==> src/rtl/dmem_arbiter.sv <==
// dmem_arbiter: round-robin sharing of the data-memory port between the core and the loader
module dmem_arbiter #(
    parameter int ADDR_WIDTH = 12,
    parameter int DATA_WIDTH = 32,
    parameter int RD_LAT     = 1,
    parameter int CNT_WIDTH  = 4
) (
    input  logic                  clk_i,
    input  logic                  rst_ni,
    input  logic                  c_req_i,
    input  logic                  c_we_i,
    input  logic [ADDR_WIDTH-1:0] c_addr_i,
    input  logic [DATA_WIDTH-1:0] c_wdata_i,
    output logic                  c_gnt_o,
    output logic                  c_rvalid_o,
    output logic                  c_stall_o,
    input  logic                  l_req_i,
    input  logic                  l_we_i,
    input  logic [ADDR_WIDTH-1:0] l_addr_i,
    input  logic [DATA_WIDTH-1:0] l_wdata_i,
    output logic                  l_gnt_o,
    output logic                  l_rvalid_o,
    input  logic                  l_lock_i,
    output logic [DATA_WIDTH-1:0] rdata_o,
    output logic                  mem_en_o,
    output logic                  mem_we_o,
    output logic [ADDR_WIDTH-1:0] mem_addr_o,
    output logic [DATA_WIDTH-1:0] mem_wdata_o,
    input  logic [DATA_WIDTH-1:0] mem_rdata_i,
    output logic                  busy_o
);
    typedef enum logic [1:0] {IDLE, ISSUE, WAIT} state_t;
    state_t                state_q, state_d;
    logic                  owner_q, rr_q;
    logic                  we_q;
    logic [ADDR_WIDTH-1:0] addr_q;
    logic [DATA_WIDTH-1:0] wdata_q, rdata_q;
    logic [CNT_WIDTH-1:0]  cnt_q;
    logic                  c_rvalid_q, l_rvalid_q;
    logic                  elig_c, elig_l, win_l;

    // owner/rr encoding: 0 = core, 1 = loader; loader wins only if core is not eligible or won last
    assign elig_c = c_req_i & ~l_lock_i;
    assign elig_l = l_req_i;
    assign win_l  = elig_l & (~elig_c | ~rr_q);

    // next-state: one command at a time, reads always pass through WAIT for the capture
    always_comb begin
        state_d = state_q;
        case (state_q)
            IDLE:    state_d = (elig_c | elig_l) ? ISSUE : IDLE;
            ISSUE:   state_d = we_q ? IDLE : WAIT;
            WAIT:    state_d = (cnt_q == '0) ? IDLE : WAIT;
            default: state_d = IDLE;
        endcase
    end

    // state register
    always_ff @(posedge clk_i or negedge rst_ni) begin
        if (!rst_ni) state_q <= IDLE;
        else         state_q <= state_d;
    end

    // command capture, read-latency countdown and read-data return
    always_ff @(posedge clk_i or negedge rst_ni) begin
        if (!rst_ni) begin
            owner_q    <= 1'b0;
            rr_q       <= 1'b1;
            we_q       <= 1'b0;
            addr_q     <= '0;
            wdata_q    <= '0;
            rdata_q    <= '0;
            cnt_q      <= '0;
            c_rvalid_q <= 1'b0;
            l_rvalid_q <= 1'b0;
        end else begin
            c_rvalid_q <= 1'b0;
            l_rvalid_q <= 1'b0;
            if (state_q == IDLE && (elig_c | elig_l)) begin
                owner_q <= win_l;
                rr_q    <= win_l;
                we_q    <= win_l ? l_we_i : c_we_i;
                addr_q  <= win_l ? l_addr_i : c_addr_i;
                wdata_q <= win_l ? l_wdata_i : c_wdata_i;
            end
            if (state_q == ISSUE && !we_q) cnt_q <= CNT_WIDTH'(RD_LAT - 1);
            if (state_q == WAIT) begin
                if (cnt_q == '0) begin
                    rdata_q    <= mem_rdata_i;
                    c_rvalid_q <= ~owner_q;
                    l_rvalid_q <= owner_q;
                end else begin
                    cnt_q <= cnt_q - 1'b1;
                end
            end
        end
    end

    assign mem_en_o    = state_q == ISSUE;
    assign mem_we_o    = we_q;
    assign mem_addr_o  = addr_q;
    assign mem_wdata_o = wdata_q;
    assign c_gnt_o     = mem_en_o & ~owner_q;
    assign l_gnt_o     = mem_en_o & owner_q;
    assign c_rvalid_o  = c_rvalid_q;
    assign l_rvalid_o  = l_rvalid_q;
    assign rdata_o     = rdata_q;
    assign busy_o      = state_q != IDLE;
    assign c_stall_o   = c_req_i & ~(c_gnt_o & c_we_i) & ~c_rvalid_o;
endmodule

==> config.mk <==
export PLATFORM = sky130hd
export DESIGN_NAME = dmem_arbiter
export DESIGN_NICKNAME = d
export VERILOG_FILES = /design/src/rtl/dmem_arbiter.sv
export SDC_FILE = /design/constraint.sdc
export NUM_CORES = 1
export LEC_CHECK = 0
export ABC_CLOCK_PERIOD_IN_PS = 1500
export BUFFER_PORTS_ARGS = -buffer_cell sky130_fd_sc_hd__buf_4
export CAP_MARGIN = 20
export CORE_MARGIN = 2
export CORE_UTILIZATION = 43
export DETAILED_ROUTE_END_ITERATION = 12
export GPL_ROUTABILITY_DRIVEN = 0
export GPL_TIMING_DRIVEN = 0
export PLACE_DENSITY = 0.79
export SLEW_MARGIN = 5
export SYNTH_ARGS = -nofsm -noshare
export SYNTH_HDL_FRONTEND = slang
export SYNTH_SLANG_ARGS = --single-unit
==> constraint.sdc <==
create_clock -name clk_i -period 1.5 [get_ports clk_i]
set_input_delay 0.3 -clock clk_i [delete_from_list [all_inputs] [get_ports clk_i]]
set_output_delay 0.3 -clock clk_i [all_outputs]
set_load 0.05 [all_outputs]
# Yosys cells after proc, flatten, opt, wreduce, memory -nomap -nowiden
# Index checks and enable logic that the tools add are counted.
classes:
  n_addsub: 1
  eq_ne: 2
  n_mux: 14
  bitwise_logic: 15
  reduce_logical: 7
ops:
  columns: ["operator", "n"]
  rows:
  - ["$mux W32", 1]
  - ["$mux W12", 1]
  - ["$mux W4", 3]
  - ["$and A1 B1 Y1", 7]
  - ["$mux W1", 6]
  - ["$not A1 Y1", 6]
  - ["$pmux W2 S3", 1]
  - ["$logic_not A4 Y1", 1]
  - ["$mux W2", 2]
  - ["$sub A4 B1 Y4 const B", 1]
  - ["$eq A2 B1 Y1 const B", 1]
  - ["$eq A2 B2 Y1 const B", 1]
  - ["$logic_and A1 B1 Y1", 2]
  - ["$logic_not A2 Y1", 1]
  - ["$or A1 B1 Y1", 2]
  - ["$reduce_and A2 Y1", 1]
  - ["$reduce_bool A2 Y1", 1]
  - ["$logic_not A1 Y1", 1]
word_totals:
  reg_bits: 87
  inputBits: 127
  out_inout_bits: 84
  word_cells: 49

# Longest topological paths before layout
# Gate-level depths: netlist of run 1.
depth:
  ltp_word: 6
  depth_mapped: 6
  depth_no_buf: 5

# Least setup slack after synthesis of run 1
# Ideal clock, no wire load.
synth_timing:
  kind: "reg2out"
  from: "register state_q[1]"
  to: "output port c_stall_o"
  arrival_ns: 2.567
  t_required_ns: 1.200
  slack_ns: -1.367
  stages_incl_launch_ff: 4
  n_path_buf: 0
  cell_sequence: "dfrtp_1 > nor2b_1 > nor2b_1 > a21oi_1"
synth_via:
  elab_chain_cells: 6
synth_lines:
  columns: ["element", "line_no", "source"]
  rows:
  - ["start, declared", "33", "state_t state_q, state_d;"]
  - ["start signal, assigned", "61", "else state_q <= state_d;"]
  - ["$eq A2 B1 Y1", "99", "assign mem_en_o = state_q == ISSUE;"]
  - ["named net mem_en_o", "25", "output logic mem_en_o,"]
  - ["$and A1 B1 Y1", "103", "assign c_gnt_o = mem_en_o & ~owner_q;"]
  - ["named net c_gnt_o", "14", "output logic c_gnt_o,"]
  - ["$and A1 B1 Y1", "109", "assign c_stall_o = c_req_i & ~(c_gnt_o & c_we_i) & ~c_rvalid_o;"]
  - ["$not A1 Y1", "109", null]
  - ["$and A1 B1 Y1 (2 in series)", "109", null]
  - ["end, declared", "16", "output logic c_stall_o,"]
# The timed path passes the listed nets, and every way through them passes these cells.

# Worst setup path in the final report of run 1
layout_timing:
  from: "register state_q[1]"
  to: "output port c_stall_o"
layout_via:
  elab_chain_cells: 6
layout_lines:
  columns: ["element", "line_no"]
  rows:
  - ["$eq A2 B1 Y1", "99"]
  - ["$and A1 B1 Y1", "103"]
  - ["$and A1 B1 Y1", "109"]
  - ["$not A1 Y1", "109"]
  - ["$and A1 B1 Y1 (2 in series)", "109"]
# No other way between the ends.

==> reports/qor.tcl, run 1 <==
set qor(finalHoldViolations) 0
set qor(power.internal_uw) 9260
set qor(cts_num_sinks) 87
set qor(critical_path.startpoint_type) {flip-flop}
set qor(timing.final.setup_violations) 37
set qor(max_slew.worst_pin.slew_ps) 781
set qor(postRouteWirelength_mm) 15.2
set qor(yosysSeqAreaShare_pct) 45.7
set qor(synth-edff-count) 0
set qor(fin_crit_ps) 1700
set qor(worst-endpoint-required_ps) 1200
set qor(min_period_over_period_pct) 113
set qor(global_route.peak_usage_layer) {met2}
set qor(skew_ps) 8.50
set qor(clk_slew_on_worst_s_h_paths_ps) 90
set qor(total_power_uw) 17400
set qor(antenna_left) 0
set qor(synth.avg_cell_area_um2) 12.6
set qor(vias) 4229
set qor(final_net_count) 749
set qor(clock_tree.htree_level_count) 3
set qor(clk-insertion-delay-late_ps) 350
set qor(setup_slack_ps) -195
set qor(globalRouteMet3Util_pct) 6.28
set qor(wire_length_of_the_first_global_routing_pass_mm) 22.6
set qor(power_frac_clock_pct) 11.5
set qor(use_met2_pct) 44.0
set qor(layout.cells.most_common) {buf_4}
set qor(cts-root-to-sink-buffers) 2
set qor(fp.dieArea_mm2) 0.0119
set qor(post_route_cells_drive_above_1_share_pct) 64.2
set qor(setup_repair_after_global_routing_missed_its_margin) {yes}
set qor(drt_first_pass_iters) 4
set qor(syn-instance-count) 379
set qor(drtIter0Drc) 223
set qor(achievable-frequency_mhz) 590
set qor(combPwrFrac_pct) 63.7
set qor(run_status) {finished with violations}
set qor(i_o_pin_cnt) 211
set qor(critical_path_class) {reg2out}
set qor(crit_path_end_kind) {output port}
set qor(synth.ff_latch_count) 87
set qor(antenna_found_initial) 0
set qor(timing.slew.headroom_pct) 47.9
set qor(fillerInstances) 769
set qor(critPathMaxFanout) 3
set qor(fp.dieH_um) 109
set qor(cts_tree) {built}
set qor(postSynthNetCount) 507
set qor(holdWs_ps) 182
set qor(layout_common_cells) {222 x buf_4, 85 x dfrtp_1, 46 x and2_1}
set qor(power.static_leakage_uw) 0.00333
set qor(critical_path_arrival_ps) 1400
set qor(ctsRootBufferMaster) {clkbuf_8}
set qor(initial_core_util_pct) 44.0
set qor(p_per_area_mw_per_mm2) 2320
set qor(detailedPlacementHpwl_mm) 10.3
set qor(ys.flop_type) {dfrtp_1}
set qor(port_buffers) 210
set qor(post_synthesis_instance_area_mm2) 0.00477
set qor(syn_to_final_growth_pct) 57.7
set qor(netSwitchingFraction_pct) 46.9
set qor(number_of_global_route_vias_before_repair) 4444
set qor(tritoncts.num_buffers) 9
set qor(synth_warnings) 0
set qor(total_inserted_antenna_cells) 0
set qor(met1_resource_use_gr_pct) 29.1
set qor(net-switching-power_uw) 8160
set qor(die_width_um) 109
set qor(asyncSetResetFlopFracSynth_pct) 100
set qor(highest_ir_drop_seen_on_vdd_uv) 1430
set qor(cap_violations) 0
set qor(min_path_type) {in2reg}
set qor(num_rows) 38
set qor(final_max_slew_viol_count) 0
set qor(remaining_drc_errors) 0
set qor(core_area_mm2) 0.0108
set qor(violated_checks) {negative setup slack}
set qor(grt_max_degree) 88
set qor(power_frac_seq_pct) 24.8
set qor(wl_per_cell_um) 19.8
set qor(grt_util_all_layers_pct) 24.5
set qor(grt_remaining_overflow) 0
set qor(drt-vias-per-instance) 5.52
set qor(post_synth_num_cell_types) 39
==> synthesized netlist by cell type (3+ instances only) <==
library cell,instances,share of area [%]
nand2b_1,3,0.39
a221oi_1,25,4.6
buf_12,4,1.7
buf_6,6,1.4
a2bb2oi_2,39,12
dfrtp_1,86,45
buf_2,9,0.94
o21ai_1,4,0.42
clkbuf_1,22,1.7
mux2_2,30,7.1
nand2_1,3,0.24
nor2b_1,3,0.39
and2_1,47,6.2
a221oi_2,20,6.3
o21ai_0,44,4.6
a2bb2oi_1,6,1.1
==> state kept, by name (all words and copies together), names as in the netlist <==
signal       count
c_rvalid_o       1
cnt_q            4
l_rvalid_o       1
mem_addr_o      12
mem_wdata_o     32
mem_we_o         1
owner_q          1
rdata_o         32
rr_q             1
state_q          2
==> power groups by stage <==
stage	logic [µW]	registers (µW)	clock network (µW)
finish	11100	4320	2010
floorplan	3710	7910	0
global route	11500	4440	2160
detailed placement	10200	4340	0
global placement	10100	4270	0
CTS	11000	4300	2030
==> metrics by stage <==
step | util, % | TNS, ps | instances | worst slack (ps) | instance area (µm²)
after floorplan | - | -2760 | 379 | -176 | 4930
after global placement | 61.6 | -9720 | 729 | -190 | 6680
after detailed placement | 61.6 | -11200 | 729 | -222 | 6680
after CTS | 68.5 | -4360 | 764 | -222 | 7430
after global routing | 69.4 | -6460 | 766 | -283 | 7520
final | 69.4 | -4600 | 766 | -195 | 7520
==> final cells by class <==
type                    instances  area [µm²]  share of cell area [%]
well taps                     140         175                    2.33
inverters                       4        27.5                   0.366
repair buffers                232        1880                    25.0
clock inverters                 5         104                    1.38
multi-input cells             246        2650                    35.2
plain buffers                  41         372                    4.94
flip-flops and latches         87        2180                    29.0
clock buffers                  11         141                    1.88
==> worst max-delay path: stages, from the launching register on <==
cell and delay (ps):
dfrtp_2 420, buf_6 130, nor2b_4 100, nor2b_4 190, a21oi_4 70, buf_6 150
==> metal layers <==
layer	vias up	part of all wire, %
met2	178	50
met1	2107	41
met4	0	0.81
met5	-	0
li1	1931	-
met3	13	8.4
==> kinds of logic after synthesis <==
kind of cell | share of synthesized area [%]
AO/OA/AOI/OAI | 30.5
adder cells (fa/ha/maj) | 0.262
buffers and inverters | 6.51
flip-flops | 45.7
multiplexers | 7.98
AND/OR/NAND/NOR | 9.11
==> timing repair <==
action	CTS	global route
gates cloned	3	0
setup endpoints to repair	77	71
gates resized for setup	61	25
pin swaps	4	2
setup buffers	17	3
hold endpoints to repair	0	43
hold buffers	0	1
==> final timing paths <==
check / from / to / slack (ps) / depth (start not counted)
min in group asynchronous: rst_ni / rdata_o[2]$_DFFE_PN0P_ / 490 / 2
min reg2reg: rr_q$_DFFE_PN1P_ / rr_q$_DFFE_PN1P_ / 510 / 1
max in group asynchronous: rst_ni / rr_q$_DFFE_PN1P_ / 340 / 3
min: mem_rdata_i[16] / rdata_o[16]$_DFFE_PN0P_ / 180 / 2
max: state_q[1]$_DFF_PN0_ / c_stall_o / -200 / 5
max reg2reg: state_q[1]$_DFF_PN0_ / rdata_o[6]$_DFFE_PN0P_ / -180 / 8
(Power assumes the default switching activity.)
==> inputs of run 2 (changes only) <==
Settings changed: PLACE_DENSITY 0.79 to 0.77.
==> reports/qor.tcl, run 2 (synthesis gave the netlist of run 1 again) <==
set qor(detailedPlacementHpwl_mm) 10.0 ;# was 10.3 mm
set qor(skew_ps) 7.51 ;# was 8.50 ps
set qor(reg2reg_path_depth) 8 ;# unchanged
set qor(max_slew.worst_pin.slew_ps) 891 ;# was 781 ps
set qor(i_o_pin_cnt) 211 ;# unchanged
set qor(port_buffers) 210 ;# unchanged
set qor(grt_remaining_overflow) 0 ;# unchanged
set qor(cp_num_buf_inv) 2 ;# unchanged
set qor(cts-root-to-sink-buffers) 2 ;# unchanged
set qor(timing.final.setup_violations) 39 ;# was 37
set qor(min_from) {mem_rdata_i[27]} ;# was mem_rdata_i[16]
set qor(layout_common_cells) {223 x buf_4, 85 x dfrtp_1, 46 x and2_1} ;# was 222 x buf_4, 85 x dfrtp_1, 46 x and2_1
set qor(min_period_over_period_pct) 117 ;# was 113%
set qor(num_rows) 38 ;# unchanged
set qor(crit_path_end_kind) {output port} ;# unchanged
set qor(worst_r2r_endpoint) {rdata_o[26]$_DFFE_PN0P_} ;# was rdata_o[6]$_DFFE_PN0P_
set qor(layout.cells.most_common) {buf_4} ;# unchanged
set qor(preCtsSetupSlack_ps) -284 ;# was -222 ps
set qor(min_path_type) {in2reg} ;# unchanged
set qor(cap_violations) 0 ;# unchanged
set qor(layout.core_utilization_pct) 68.9 ;# was 69.4%
set qor(wire_length_of_the_first_global_routing_pass_mm) 22.5 ;# was 22.6 mm
set qor(cts_tree) {built} ;# unchanged
set qor(grt_util_all_layers_pct) 24.6 ;# was 24.5%
set qor(timing.rr.start) {cnt_q[1]$_DFF_PN0_} ;# was state_q[1]$_DFF_PN0_
set qor(holdPathEnd) {rdata_o[27]$_DFFE_PN0P_} ;# was rdata_o[16]$_DFFE_PN0P_
set qor(violated_checks) {negative setup slack} ;# unchanged
set qor(setup_slack_ps) -259 ;# was -195 ps
set qor(fp.dieH_um) 109 ;# unchanged
set qor(final_max_slew_viol_count) 0 ;# unchanged
set qor(achievable-frequency_mhz) 568 ;# was 590 MHz
set qor(final_net_count) 753 ;# was 749
set qor(crit_slowest_cell) {dfrtp_1} ;# was dfrtp_2
set qor(min_delay_path_depth) 2 ;# unchanged
set qor(p_per_area_mw_per_mm2) 2260 ;# was 2320 mW/mm²
set qor(ctsRootBufferMaster) {clkbuf_8} ;# unchanged
set qor(clk-insertion-delay-late_ps) 360 ;# was 350 ps
set qor(rrSetupSlack_ps) -190 ;# was -180 ps
set qor(finalHoldViolations) 0 ;# unchanged
set qor(clock_tree.htree_level_count) 3 ;# unchanged
set qor(total_power_uw) 16900 ;# was 17,400 µW
set qor(critical_path_arrival_ps) 1460 ;# was 1400 ps
set qor(vias) 4196 ;# was 4,229
set qor(setup_repair_after_global_routing_missed_its_margin) {yes} ;# unchanged
set qor(drtIter0Drc) 197 ;# was 223
set qor(power.static_leakage_uw) 0.00330 ;# was 0.00333 µW
set qor(fin_crit_ps) 1760 ;# was 1700 ps
set qor(drt-vias-per-instance) 5.45 ;# was 5.52
set qor(clk_slew_on_worst_s_h_paths_ps) 100 ;# was 90 ps
set qor(cp_top_family) {flip-flops} ;# unchanged
set qor(wl_per_cell_um) 19.3 ;# was 19.8 µm
set qor(drt_first_pass_iters) 4 ;# unchanged
set qor(fp.dieArea_mm2) 0.0119 ;# unchanged
set qor(total_inserted_antenna_cells) 0 ;# unchanged
set qor(tritoncts.num_buffers) 9 ;# unchanged
set qor(antenna_found_initial) 0 ;# unchanged
set qor(place_area_mm2) 0.00668 ;# unchanged
set qor(critical_path.startpoint_type) {flip-flop} ;# unchanged
set qor(antenna_left) 0 ;# unchanged
set qor(setup-tns-final_ps) -4650 ;# was -4600 ps
set qor(critical_path_class) {reg2out} ;# unchanged
set qor(core_area_mm2) 0.0108 ;# unchanged
set qor(post_route_cells_drive_above_1_share_pct) 64.4 ;# was 64.2%
set qor(highest_ir_drop_seen_on_vdd_uv) 1820 ;# was 1430 µV
set qor(crit_path_max_incr_delay_ps) 420 ;# about the same
set qor(run_status) {finished with violations} ;# unchanged
set qor(die_width_um) 109 ;# unchanged
set qor(crit_chain) {buf_6 > nor2b_4 > nor2b_4 > a21oi_4 > buf_6} ;# unchanged
set qor(cts_num_sinks) 87 ;# unchanged
set qor(timing.slew.headroom_pct) 40.6 ;# was 47.9%
set qor(worst-endpoint-required_ps) 1200 ;# about the same
set qor(syn_to_final_growth_pct) 56.6 ;# was 57.7%
set qor(remaining_drc_errors) 0 ;# unchanged
set qor(grt_max_degree) 88 ;# unchanged
set qor(number_of_global_route_vias_before_repair) 4344 ;# was 4,444
set qor(initial_core_util_pct) 44.0 ;# unchanged
set qor(post-route-cell-area_mm2) 0.00747 ;# was 0.00752 mm²
set qor(postRouteWirelength_mm) 14.8 ;# was 15.2 mm
set qor(critPathMaxFanout) 3 ;# unchanged
==> run 2: cell count changes in the layout (fill, tap and decap cells not counted), sizes merged <==
cell      before  now
bufinv         3    0
clkinvlp       0    3
buf          256  258
inv            4    6
==> run 2: layout make-up <==
class,instances,area (µm²)
flip-flops and latches,87,2180
clock inverters,7,53.8
inverters,4,27.5
multi-input cells,246,2640
plain buffers,39,320
fillers,796,3370
repair buffers,238,1950
well taps,140,175
clock buffers,9,124
==> run 2: through the flow <==
| step | hold slack [ps] | instances |
|---|---|---|
| after floorplan | 4.41 | 379 |
| after global placement | 480 | 729 |
| after detailed placement | 488 | 729 |
| after CTS | 153 | 767 |
| after global routing | 142 | 770 |
| final | 167 | 770 |
==> run 2: per-layer routing <==
metal  part of all wire [%]  track usage [%]  vias to the layer above
li1                       -                -                     1929
met1                     40             30.3                     2078
met2                     50             42.0                      177
met3                    9.1             6.88                       12
met4                   0.95             7.50                        0
met5                      0                0                        -
==> run 2: repair_timing <==
| item | 4_1_cts | 5_1_grt |
|---|---|---|
| buffers inserted | 20 | 6 |
| resized for setup | 59 | 31 |
| cloned | 3 | 0 |
| endpoints found under the setup margin | 78 | 81 |
| endpoints found under the hold margin | 0 | 39 |
| hold buffers | 0 | 1 |
| pin swaps | 3 | 2 |
==> run 2: worst max-delay path by stage <==
stage / slack (ps) / cells after the start / startpoint / end
2_1_floorplan: -180 / 3 / state_q[1]$_DFF_PN0_ / c_stall_o
3_3_place_gp: -250 / 6 / cnt_q[0]$_DFF_PN0_ / rdata_o[23]$_DFFE_PN0P_
3_5_place_dp: -280 / 6 / cnt_q[1]$_DFF_PN0_ / rdata_o[30]$_DFFE_PN0P_
4_1_cts: -250 / 3 / state_q[1]$_DFF_PN0_ / busy_o
5_1_grt: -310 / 5 / state_q[0]$_DFF_PN0_ / l_gnt_o
6_report: -260 / 5 / state_q[0]$_DFF_PN0_ / c_stall_o
==> run 2: power by group <==
group	internal, µW	switching [µW]	total (µW)
clock	617	910	1530
sequential	3470	842	4310
combinational	4610	6450	11100
